File: src/rtl/pwm_pkg.sv
// Shared PWM definitions: capture FSM state encoding, generator frame length
// and the duty-value width used by both the generator and the capture side.
package pwm_pkg;

    typedef enum logic [1:0] {
        SYNC = 2'd0,
        HIGH = 2'd1,
        LOW  = 2'd2
    } pwm_state_e;

    localparam int PWM_FRAME = 256;
    localparam int DUTY_W    = 8;

endpackage

File: src/rtl/pwm_capture_if.sv
// Measurement bundle produced by pwm_capture; state is a debug view of the FSM.
interface pwm_capture_if import pwm_pkg::*; #(
    parameter int CNT_W = 16
);
    // meas_vld and duty_vld are valid-only one-cycle pulses with no ready:
    // the consumer must take high_time/period (or duty) in the pulse cycle;
    // the values are then held until the next pulse.
    logic [CNT_W-1:0]  high_time;
    logic [CNT_W-1:0]  period;
    logic              meas_vld;
    logic              stuck;
    logic              stuck_lvl;
    logic [DUTY_W-1:0] duty;
    logic              duty_vld;
    pwm_state_e        state;

    modport master (
        output high_time, period, meas_vld, stuck, stuck_lvl, duty, duty_vld, state
    );

    modport slave (
        input high_time, period, meas_vld, stuck, stuck_lvl, duty, duty_vld, state
    );

endinterface

File: src/rtl/pwm_div_u8.sv
// Sequential restoring divider: quot = floor(num*256/den), one quotient bit
// per cycle; the first bit is resolved in the start cycle, done pulses 8 cycles later.
module pwm_div_u8 import pwm_pkg::*; #(
    parameter int CNT_W = 16
) (
    input  logic              clk,
    input  logic              rst_n,
    input  logic              start,
    input  logic              abort,
    input  logic [CNT_W-1:0]  num,
    input  logic [CNT_W-1:0]  den,
    output logic              busy,
    output logic              done,
    output logic [DUTY_W-1:0] quot
);

    logic [CNT_W-1:0] rem_q;
    logic [CNT_W-1:0] den_q;
    logic [CNT_W-1:0] rem_sel;
    logic [CNT_W-1:0] den_sel;
    logic [CNT_W-1:0] rem_step;
    logic [CNT_W:0]   trial;
    logic [2:0]       cnt_q;
    logic             sat_q;
    logic             take;

    // Remainder stays below den, so the shifted trial fits in CNT_W+1 bits.
    always_comb begin
        rem_sel  = busy ? rem_q : num;
        den_sel  = busy ? den_q : den;
        trial    = {rem_sel, 1'b0};
        take     = (trial >= {1'b0, den_sel});
        rem_step = take ? CNT_W'(trial - {1'b0, den_sel}) : trial[CNT_W-1:0];
    end

    always_ff @(posedge clk) begin
        if (!rst_n) begin
            busy  <= 1'b0;
            done  <= 1'b0;
            rem_q <= '0;
            den_q <= '0;
            cnt_q <= '0;
            sat_q <= 1'b0;
            quot  <= '0;
        end else begin
            done <= 1'b0;
            if (abort) begin
                busy <= 1'b0;
            end else if (!busy) begin
                if (start) begin
                    busy  <= 1'b1;
                    den_q <= den;
                    rem_q <= rem_step;
                    cnt_q <= 3'd7;
                    // A ratio of one or more (saturated counters, den=0) clamps to full scale.
                    sat_q <= (num >= den);
                    quot  <= (num >= den) ? '1 : {{(DUTY_W-1){1'b0}}, take};
                end
            end else begin
                rem_q <= rem_step;
                cnt_q <= cnt_q - 3'd1;
                if (!sat_q) begin
                    quot <= {quot[DUTY_W-2:0], take};
                end
                if (cnt_q == 3'd1) begin
                    busy <= 1'b0;
                    done <= 1'b1;
                end
            end
        end
    end

endmodule

File: src/rtl/pwm_capture.sv
// PWM receiver: measures high time and rise-to-rise period of pwm_in in clk cycles.
// Optional duty conversion enabled by defining PWM_CAP_DUTY_EN.
module pwm_capture import pwm_pkg::*; #(
    parameter int CNT_W   = 16,
    parameter int TIMEOUT = 1024
) (
    input  logic          clk,
    input  logic          rst_n,
    input  logic          pwm_in,
    pwm_capture_if.master cap
);

    localparam logic [CNT_W-1:0] TO_M1 = CNT_W'(TIMEOUT - 1);

    function automatic logic [CNT_W-1:0] sat_inc(input logic [CNT_W-1:0] v);
        return (v == '1) ? v : v + 1'b1;
    endfunction

    logic s1, s2, s3;
    logic rise, fall, any_edge, timeout;
    pwm_state_e state_q, state_d;
    logic [CNT_W-1:0] hi_cnt, per_cnt, hi_d, per_d, idle_cnt;
    logic [CNT_W-1:0] high_time_q, period_q;
    logic load, meas_vld_q, stuck_q, stuck_lvl_q;

    always_ff @(posedge clk) begin
        if (!rst_n) begin
            s1 <= 1'b0;
            s2 <= 1'b0;
            s3 <= 1'b0;
        end else begin
            s1 <= pwm_in;
            s2 <= s1;
            s3 <= s2;
        end
    end

    assign rise     = s2 & ~s3;
    assign fall     = ~s2 & s3;
    assign any_edge = rise | fall;
    // Fires in the cycle idle_cnt steps onto TIMEOUT; a coincident edge wins.
    assign timeout  = ~any_edge & (idle_cnt == TO_M1);

    always_comb begin
        state_d = state_q;
        hi_d    = hi_cnt;
        per_d   = per_cnt;
        load    = 1'b0;
        unique case (state_q)
            SYNC: begin
                if (rise) begin
                    hi_d    = CNT_W'(1);
                    per_d   = CNT_W'(1);
                    state_d = HIGH;
                end
            end
            HIGH: begin
                per_d = sat_inc(per_cnt);
                if (fall) begin
                    state_d = LOW;
                end else begin
                    hi_d = sat_inc(hi_cnt);
                end
            end
            LOW: begin
                if (rise) begin
                    load    = 1'b1;
                    hi_d    = CNT_W'(1);
                    per_d   = CNT_W'(1);
                    state_d = HIGH;
                end else begin
                    per_d = sat_inc(per_cnt);
                end
            end
            default: state_d = SYNC;
        endcase
        if (timeout) begin
            state_d = SYNC;
        end
    end

    always_ff @(posedge clk) begin
        if (!rst_n) begin
            state_q     <= SYNC;
            hi_cnt      <= '0;
            per_cnt     <= '0;
            idle_cnt    <= '0;
            high_time_q <= '0;
            period_q    <= '0;
            meas_vld_q  <= 1'b0;
            stuck_q     <= 1'b0;
            stuck_lvl_q <= 1'b0;
        end else begin
            state_q    <= state_d;
            hi_cnt     <= hi_d;
            per_cnt    <= per_d;
            idle_cnt   <= any_edge ? '0 : sat_inc(idle_cnt);
            meas_vld_q <= load;
            if (load) begin
                high_time_q <= hi_cnt;
                period_q    <= per_cnt;
                stuck_q     <= 1'b0;
                stuck_lvl_q <= 1'b0;
            end
            if (timeout) begin
                stuck_q     <= 1'b1;
                stuck_lvl_q <= s2;
            end
        end
    end

    assign cap.high_time = high_time_q;
    assign cap.period    = period_q;
    assign cap.meas_vld  = meas_vld_q;
    assign cap.stuck     = stuck_q;
    assign cap.stuck_lvl = stuck_lvl_q;
    assign cap.state     = state_q;

`ifdef PWM_CAP_DUTY_EN
    logic              div_busy, div_done;
    logic [DUTY_W-1:0] div_quot;
    logic [DUTY_W-1:0] duty_q;
    logic              duty_vld_q;

    pwm_div_u8 #(.CNT_W(CNT_W)) u_div (
        .clk   (clk),
        .rst_n (rst_n),
        .start (meas_vld_q & ~div_busy),
        .abort (timeout),
        .num   (high_time_q),
        .den   (period_q),
        .busy  (div_busy),
        .done  (div_done),
        .quot  (div_quot)
    );

    // A stuck line reports full or zero duty and pre-empts any divide in flight.
    always_ff @(posedge clk) begin
        if (!rst_n) begin
            duty_q     <= '0;
            duty_vld_q <= 1'b0;
        end else begin
            duty_vld_q <= 1'b0;
            if (timeout) begin
                duty_q     <= s2 ? '1 : '0;
                duty_vld_q <= 1'b1;
            end else if (div_done) begin
                duty_q     <= div_quot;
                duty_vld_q <= 1'b1;
            end
        end
    end

    assign cap.duty     = duty_q;
    assign cap.duty_vld = duty_vld_q;
`else
    assign cap.duty     = '0;
    assign cap.duty_vld = 1'b0;
`endif

endmodule

File: src/flat_wrapper.sv
// flat-port wrapper written by rule: the top's interface ports become plain ports
module pwm_capture_flat import pwm_pkg::*;
#(
    parameter int CNT_W   = 16,
    parameter int TIMEOUT = 1024
)
  (clk, rst_n, pwm_in, cap_high_time, cap_period, cap_meas_vld, cap_stuck, cap_stuck_lvl, cap_duty, cap_duty_vld, cap_state);
  pwm_capture_if #(.CNT_W(CNT_W)) cap_i ();
  input  logic clk;
  input  logic rst_n;
  input  logic pwm_in;
  output wire logic [$bits(cap_i.high_time)-1:0] cap_high_time;
  output wire logic [$bits(cap_i.period)-1:0] cap_period;
  output wire logic [$bits(cap_i.meas_vld)-1:0] cap_meas_vld;
  output wire logic [$bits(cap_i.stuck)-1:0] cap_stuck;
  output wire logic [$bits(cap_i.stuck_lvl)-1:0] cap_stuck_lvl;
  output wire logic [$bits(cap_i.duty)-1:0] cap_duty;
  output wire logic [$bits(cap_i.duty_vld)-1:0] cap_duty_vld;
  output wire logic [$bits(cap_i.state)-1:0] cap_state;
  assign cap_high_time = cap_i.high_time;
  assign cap_period = cap_i.period;
  assign cap_meas_vld = cap_i.meas_vld;
  assign cap_stuck = cap_i.stuck;
  assign cap_stuck_lvl = cap_i.stuck_lvl;
  assign cap_duty = cap_i.duty;
  assign cap_duty_vld = cap_i.duty_vld;
  assign cap_state = cap_i.state;
  pwm_capture #(.CNT_W(CNT_W), .TIMEOUT(TIMEOUT)) u_core (.clk(clk), .rst_n(rst_n), .pwm_in(pwm_in), .cap(cap_i));
endmodule
File: config.mk
export PLATFORM = sky130hd
export DESIGN_NAME = pwm_capture_flat
export DESIGN_NICKNAME = d
export VERILOG_FILES = /design/src/rtl/pwm_pkg.sv /design/src/rtl/pwm_capture_if.sv /design/src/rtl/pwm_div_u8.sv /design/src/rtl/pwm_capture.sv /design/src/flat_wrapper.sv
export SDC_FILE = /design/constraint.sdc
export NUM_CORES = 1
export LEC_CHECK = 0
export CAP_MARGIN = 20
export CORE_ASPECT_RATIO = 1.5
export CORE_MARGIN = 4
export CORE_UTILIZATION = 52
export CTS_CLUSTER_DIAMETER = 30
export DETAILED_ROUTE_END_ITERATION = 8
export DONT_BUFFER_PORTS = 1
export GPL_ROUTABILITY_DRIVEN = 1
export PLACE_DENSITY = 0.77
export SLEW_MARGIN = 15
export SYNTH_ARGS = -nofsm -noshare
export SYNTH_HDL_FRONTEND = slang
export SYNTH_HIERARCHICAL = 1
export SYNTH_SLANG_ARGS = --single-unit
export TNS_END_PERCENT = 5
File: constraint.sdc
create_clock -name clk -period 1.9 [get_ports clk]
set_clock_uncertainty 0.1 [all_clocks]
set_input_delay 0.285 -clock clk [delete_from_list [all_inputs] [get_ports clk]]
set_output_delay 0.285 -clock clk [all_outputs]
set_load 0.03 [all_outputs]
==> results.json <==
{
  "status": "finished with violations",
  "violations": "negative setup slack",
  "synth_fa_ha_area_share_pct": 2.763,
  "gp_congestion": 0.9564,
  "utilization_pct": 66.80,
  "io_pins": 49,
  "start_util_pct": 53.53,
  "hp-start": "rst_n",
  "place_area_um2": 4631,
  "synth-edff-count": 0,
  "holdPathStages": 2,
  "r2r_cells": 7,
  "synth_top_family_by_area": "simple AND/OR/NAND/NOR gates",
  "ys_top_cells_by_area": "dfxtp_1 (43%), nand2_1 (8.6%), a21oi_1 (6.4%), nor2_1 (3.8%), xor2_1 (3.2%)",
  "synth-async-reset-ratio_pct": 0,
  "finalSetupViolCount": 1,
  "num_rows": 39,
  "overflow": 0,
  "antenna_found_initial": 0,
  "synthSimpleGateAreaFrac_pct": 28.40,
  "peakVddDrop_mv": 0.6950,
  "grt_max_degree": 36,
  "post-route-drc-count": 0,
  "fin_crit_ns": 1.951,
  "crit_start": "u_core/per_cnt[9]",
  "die_h_um": 116.4,
  "min_path_type": "in2reg",
  "clockBufferDepth": 2,
  "r2r_start": "u_core/per_cnt[9]",
  "cts_root_buf": "clkbuf_16",
  "holdWs_ns": 0.01248,
  "wl_per_cell_um": 16.33,
  "dp_slack_ns": -0.04621,
  "cp_max_fo": 4,
  "cts_tree": "done",
  "clk_latency_ns": 0.34,
  "worstPathArrival_ns": 2.12,
  "holdPathEnd": "u_core/hi_cnt[8]",
  "cp-start-kind": "flip-flop",
  "slew_viol_final": 0,
  "portBuffers": 0,
  "fmax_mhz": 512.5,
  "grt_pass1_wl_um": 17190,
  "clkTransAtPathRegs_ns": 0.06,
  "cts_buffers": 9,
  "track_usage_pct": 23.48,
  "synthXorXnorAreaFrac_pct": 4.298,
  "drive_gt1_share_pct": 22.87,
  "crit_path_end_kind": "flip-flop",
  "antennaDiodeCount": 0,
  "routed_wl_um": 10870,
  "die_width_um": 80.28,
  "stdcell_count": 666,
  "route.vias.total": 3827,
  "yosysTopAreaCellShare_pct": 43.23,
  "syn_avg_cell_area_um2": 8.086,
  "design_area_um2": 5085,
  "dp_hpwl_um": 7725,
  "finalPower_mw": 3.842,
  "core_area_um2": 7612,
  "power_density_nw_per_um2": 755.5,
  "synth-seq-area-share_pct": 43.23,
  "maxSlewHeadroom_pct": 64.22,
  "finalWorstSetupSlack_ns": -0.05129,
  "tns_ns": -0.05129,
  "syn_to_final_growth_pct": 24.78,
  "syn_area_um2": 4075,
  "synth_cell_types": 49,
  "synth-seq-cells": 88,
  "synth_compound_area_share_pct": 14.89,
  "cp.required_ns": 2.07,
  "yosysMostFrequentCell": "nand2_1",
  "path_class": "reg2reg",
  "p_leak_nw": 1.821,
  "synth.largest_area_cell": "dfxtp_1",
  "worst_slew_pin_slew_ns": 0.5318,
  "rsz0062_at_grt": "true",
  "dr.pass1.iters": 5,
  "grt_pass1_vias": 3711,
  "placedCellCount": 647,
  "r2r_setup_slack_ns": -0.05,
  "synth_ff_type": "dfxtp_1",
  "maxCapViolations": 0,
  "reg2reg_to": "u_core/per_cnt[15]",
  "synth_commonest_cells": "nand2_1 (93), dfxtp_1 (88), a21oi_1 (52), nor2_1 (41), nand3_1 (20)",
  "htreeDepth": 3,
  "drtIter0Drc": 341,
  "synth-warning-count": 6,
  "synth_mux_area_share_pct": 1.044,
  "viasPerCell": 5.746,
  "cts.sinks": 88,
  "hold_viol": 0,
  "drtAntennaViolNets": 0,
  "fin_crit_sh_pct": 102.7,
  "syn_inst": 504,
  "fin_nets": 571,
  "die_area_um2": 9346
}
==> sequential cells by signal (all words and copies together), names as in the netlist, 2 cells and up <==
signal                flops
u_core/idle_cnt          16
u_core/cap.state          2
u_core/cap.period        16
u_core/cap.high_time     16
u_core/hi_cnt            16
u_core/per_cnt           16
==> area by class of cell <==
cell class	instances	area [um^2]
Fill cell	605	2527
Multi-Input combinational cell	381	2283
Sequential cell	88	1770
Timing Repair Buffer	69	564.3
Clock buffer	10	229.0
Tap cell	102	127.6
Clock inverter	6	70.07
Inverter	10	40.04
==> cell usage in the layout (no fill, tap or decap), drive strengths merged, types with 9 or more instances in the layout <==
cell	n
xor2	15
buf	67
ha	9
nor2	41
dfxtp	88
and3	9
conb	9
nand3	20
nand2	93
a31oi	9
clkbuf	10
nand4	12
o21ai	21
inv	10
nor3	10
a21oi	52
==> routing by layer <==
| metal | global-route usage (%) | part of all wire [%] | up-vias |
|---|---|---|---|
| li1 | - | - | 1847 |
| met3 | 4.167 | 4.6 | 33 |
| met1 | 24.17 | 36 | 1827 |
| met2 | 43.31 | 55 | 120 |
| met5 | 0 | 0 | - |
| met4 | 14.43 | 4.3 | 0 |
==> how the worst max path moves through the flow <==
| stage | endpoint | slack (ns) | cells past startpoint |
|---|---|---|---|
| 2_1_floorplan | u_core/per_cnt[10] | -0.01 | 8 |
| 3_3_place_gp | u_core/per_cnt[15] | 0.05 | 6 |
| 3_5_place_dp | u_core/per_cnt[15] | -0.05 | 6 |
| 4_1_cts | u_core/hi_cnt[12] | -0.04 | 8 |
| 5_1_grt | u_core/per_cnt[15] | -0.14 | 7 |
| 6_report | u_core/per_cnt[15] | -0.05 | 7 |
==> logic make-up (layout without fill, tap and decap cells) <==
| family | count (synthesis) | after routing |
|---|---|---|
| simple gates | 234 | 234 |
| xor+xnor | 20 | 20 |
| other cells | 1 | 9 |
| buf+inv | 43 | 95 |
| mux | 4 | 4 |
| flops | 88 | 88 |
| compound gates | 105 | 105 |
| fa+ha+maj | 9 | 9 |
==> power breakdown <==
group / switching (mW) / leakage [nW] / total [mW] / internal, mW
clock: 0.716 / 0.147 / 1.74 / 1.02
sequential: 0.0125 / 0.712 / 1.87 / 1.86
combinational: 0.145 / 0.963 / 0.232 / 0.0869
total: 0.873 / 1.82 / 3.84 / 2.97
==> timing repair <==
action                                 in CTS  in global routing
pin swaps                                   2                 10
cloned                                      0                  0
endpoints found under the hold margin      10                  0
setup endpoints to repair                  14                 31
buffers inserted                            0                  1
hold buffers                                2                  0
gates resized for setup                     5                 28
==> critical path, cell delays in order, from the launching register on <==
cell     delay (ns)
dfxtp_1        0.37
inv_1          0.09
buf_4          0.15
nor3_1         0.31
buf_4          0.21
nand2_2        0.06
or4_4          0.43
a21oi_2        0.16
Power figures use the tool's default switching activity.
==> RTL edit 1: new RTL, same settings <==
Set the package constant `DUTY_W` to 10 (it was 8).
--- a/src/rtl/pwm_pkg.sv
+++ b/src/rtl/pwm_pkg.sv
@@ -9,7 +9,7 @@
     } pwm_state_e;
 
     localparam int PWM_FRAME = 256;
-    localparam int DUTY_W    = 8;
+    localparam int DUTY_W    = 10;
 
 endpackage
 
Interface: changed (resized cap_duty); port bits go from 49 to 51. No check against the original RTL was run, so the function may have changed too.
==> RTL edit 1 against the unedited design <==
- largest cell class unchanged
- final cell count shrank 0.45%
- synthesized area grew 0.37%
- non-clock buffer count shrank 5
- first-iteration DRC count shrank 30%
- the run ends with negative hold slack left
- clock power shrank 4%
- routed wire length shrank 3.5%
- setup slack gained 70 ps
- critical endpoint is now u_core/hi_cnt[15]
- worst hold slack lost 15 ps
- total power shrank 2.2%
- sequential cell count is the same
- critical path type unchanged
- synthesized cell count grew 0.40%
- highest routed layer unchanged
- design area shrank 3.1%
- global-route usage grew 0.16 points
==> RTL edit 1: results <==
set metrics [dict create \
    outcome "finished with violations" \
    violations "negative hold slack" \
    synthAdderAreaFrac_pct 2.75 \
    final_net_count 568 \
    holdWs_ps -2.74 \
    synth_seq_area_share_pct 43.1 \
    final.fill_count 657 \
    crit_fanout 11 \
    synth_mux_area_share_pct 1.04 \
    dp_hpwl_um 7570 \
    critPathLaunch "u_core/hi_cnt[0]" \
    drive_above_1_share_pct 19.8 \
    drt_iter0_markers 237 \
    track_usage_pct 23.6 \
    buffer_area_share_pct 10.3 \
    via_per_inst 5.74 \
    p_sw_share_pct 23.8 \
    seqPwrFrac_pct 49.8 \
    grt_pass1_vias 3693 \
    finish.utilization_pct 64.3 \
    wl_met1_um 3840 \
    ir_drop_mv 0.722 \
    grt_pass1_wl_um 17200 \
    wl_met3_um 681 \
    n_all_buffers 64 \
    globalRouteMet1Util_pct 24.0 \
    synth_area_per_cell_sq_um 8.08 \
    final_cells 663 \
    hold_viol 1 \
]
==> RTL edit 1: worst max path at each step <==
stage	slack, ps	endpoint	cells past startpoint
after floorplan	-10	u_core/per_cnt[10]	8
after global placement	10	u_core/hi_cnt[0]	7
after detailed placement	-60	u_core/hi_cnt[0]	7
after CTS	9	u_core/hi_cnt[13]	5
after global routing	-110	u_core/hi_cnt[6]	8
final	20	u_core/hi_cnt[15]	7
==> RTL edit 1: logic make-up after synthesis <==
group                      Yosys count
and+or+nand+nor                    234
xor gates and xnor gates            20
buffers and inverters               45
AOI/OAI and AO/OA                  105
DFF                                 88
muxes                                4
adders and majority gates            9
other                                1
==> RTL edit 1: what timing repair did <==
action | CTS | global route
setup endpoints to repair | 15 | 21
resized for setup | 5 | 13
hold buffers | 2 | 0
pin swaps | 3 | 3
endpoints found under the hold margin | 11 | 0
setup buffers | 0 | 1
==> RTL edit 2: new RTL, same flow settings <==
Made on the original files. Add an input register stage for `pwm_in`, without a reset; this delays it by one clock. The other inputs are not delayed to match. Comments in the files are not updated.
--- a/src/rtl/pwm_capture.sv
+++ b/src/rtl/pwm_capture.sv
@@ -11,6 +11,12 @@
 );
 
     localparam logic [CNT_W-1:0] TO_M1 = CNT_W'(TIMEOUT - 1);
+
+    logic pwm_q;
+
+    always_ff @(posedge clk) begin
+        pwm_q <= pwm_in;
+    end
 
     function automatic logic [CNT_W-1:0] sat_inc(input logic [CNT_W-1:0] v);
         return (v == '1) ? v : v + 1'b1;
@@ -29,7 +35,7 @@
             s2 <= 1'b0;
             s3 <= 1'b0;
         end else begin
-            s1 <= pwm_in;
+            s1 <= pwm_q;
             s2 <= s1;
             s3 <= s2;
         end
Formal check against the unedited RTL: not equivalent (a bounded check fails within 4 cycles, from zero or initial values and one cycle with rst_n low).
==> RTL edit 2 against the unedited design <==
- the flow finishes with violations (negative hold slack)
- synthesized cell count grew 0.60%
- routed wire length shrank 1.7%
- synthesized area grew 2.7%
- sequential share of layout area shrank 0.27 points
- fmax grew 2.9%
- total power grew 0.29%
- setup slack gained 54 ps
- design area grew 2.1%
- sequential cell count grew 1
- largest power group unchanged
==> RTL edit 2: results <==
set metrics [dict create \
    multi_input_gates 384 \
    dr.pass1.iters 4 \
    hold_viol 13 \
    rrSetupSlack_ps 3 \
    buffer_area_share_pct 10.3 \
    holdPathEnd "u_core/hi_cnt[15]" \
    rr_worst_depth 8 \
    synth_cell_types 51 \
    p_int_w 0.00297 \
    violations "negative hold slack" \
    synth_seq_cells 89 \
    wl_met3_um 533 \
    worstHoldPathCells 1 \
    dr_wl_met2_um 5730 \
    grt_pass1_vias 3612 \
    cpMaxStageDelayCell "or3_4" \
    clock_area_share_pct 5.64 \
    outcome "finished with violations" \
    n_clock_buffer 12 \
    final.fill_count 615 \
    critPathLaunch "u_core/cap.state[1]" \
    p_leak_nw 1.92 \
    synth_seq_area_share_pct 42.6 \
    drt_iter0_markers 201 \
    synth_compound_area_share_pct 16.2 \
    grtUsageMet2_pct 39.3 \
    grt_pass1_wl_um 16700 \
    holdWs_ps -27.5 \
]
-- RTL edit 2: changes by cell type after synthesis, moves of 8 or more --
cell	unedited run	this run
a21boi_0	0	41
a21oi_1	52	14
xnor2_1	5	15
xor2_1	15	5
o21a_1	0	9
o21ai_0	19	11
-- RTL edit 2: timing repair --
action	4_1_cts	5_1_grt
cloned	0	1
setup buffers	0	4
gates resized for setup	6	27
hold endpoints to repair	43	15
pin swaps	1	9
setup endpoints to repair	16	30
-- RTL edit 2: through the flow --
| stage | hold slack (ps) | std cells | utilization [%] | power (W) |
|---|---|---|---|---|
| 2_1_floorplan | 213 | 515 | - | 0.00209 |
| 3_3_place_gp | 213 | 640 | 60.5 | 0.00213 |
| 3_5_place_dp | 213 | 640 | 60.5 | 0.00213 |
| 4_1_cts | -44.1 | 660 | 65.2 | 0.00386 |
| 5_1_grt | -32.3 | 665 | 67.3 | 0.00399 |
| 6_report | -27.5 | 665 | 67.3 | 0.00385 |
-- RTL edit 2: worst max-delay path by stage --
stage | end | slack [ps] | cells after the start
floorplan | u_core/hi_cnt[4] | -10 | 7
global placement | u_core/per_cnt[14] | 20 | 7
detailed placement | u_core/hi_cnt[13] | -70 | 7
CTS | u_core/hi_cnt[13] | -30 | 7
global route | u_core/hi_cnt[13] | -70 | 6
finish | u_core/hi_cnt[5] | 3 | 8
-- RTL edit 2: power by group through the flow --
stage | registers (W) | logic, W | clock network, W
finish | 0.00189 | 0.000234 | 0.00173
global route | 0.00189 | 0.000251 | 0.00184
CTS | 0.00189 | 0.000212 | 0.00176
detailed placement | 0.00193 | 0.000202 | 0
global placement | 0.00193 | 0.000196 | 0
floorplan | 0.00194 | 0.000160 | 0
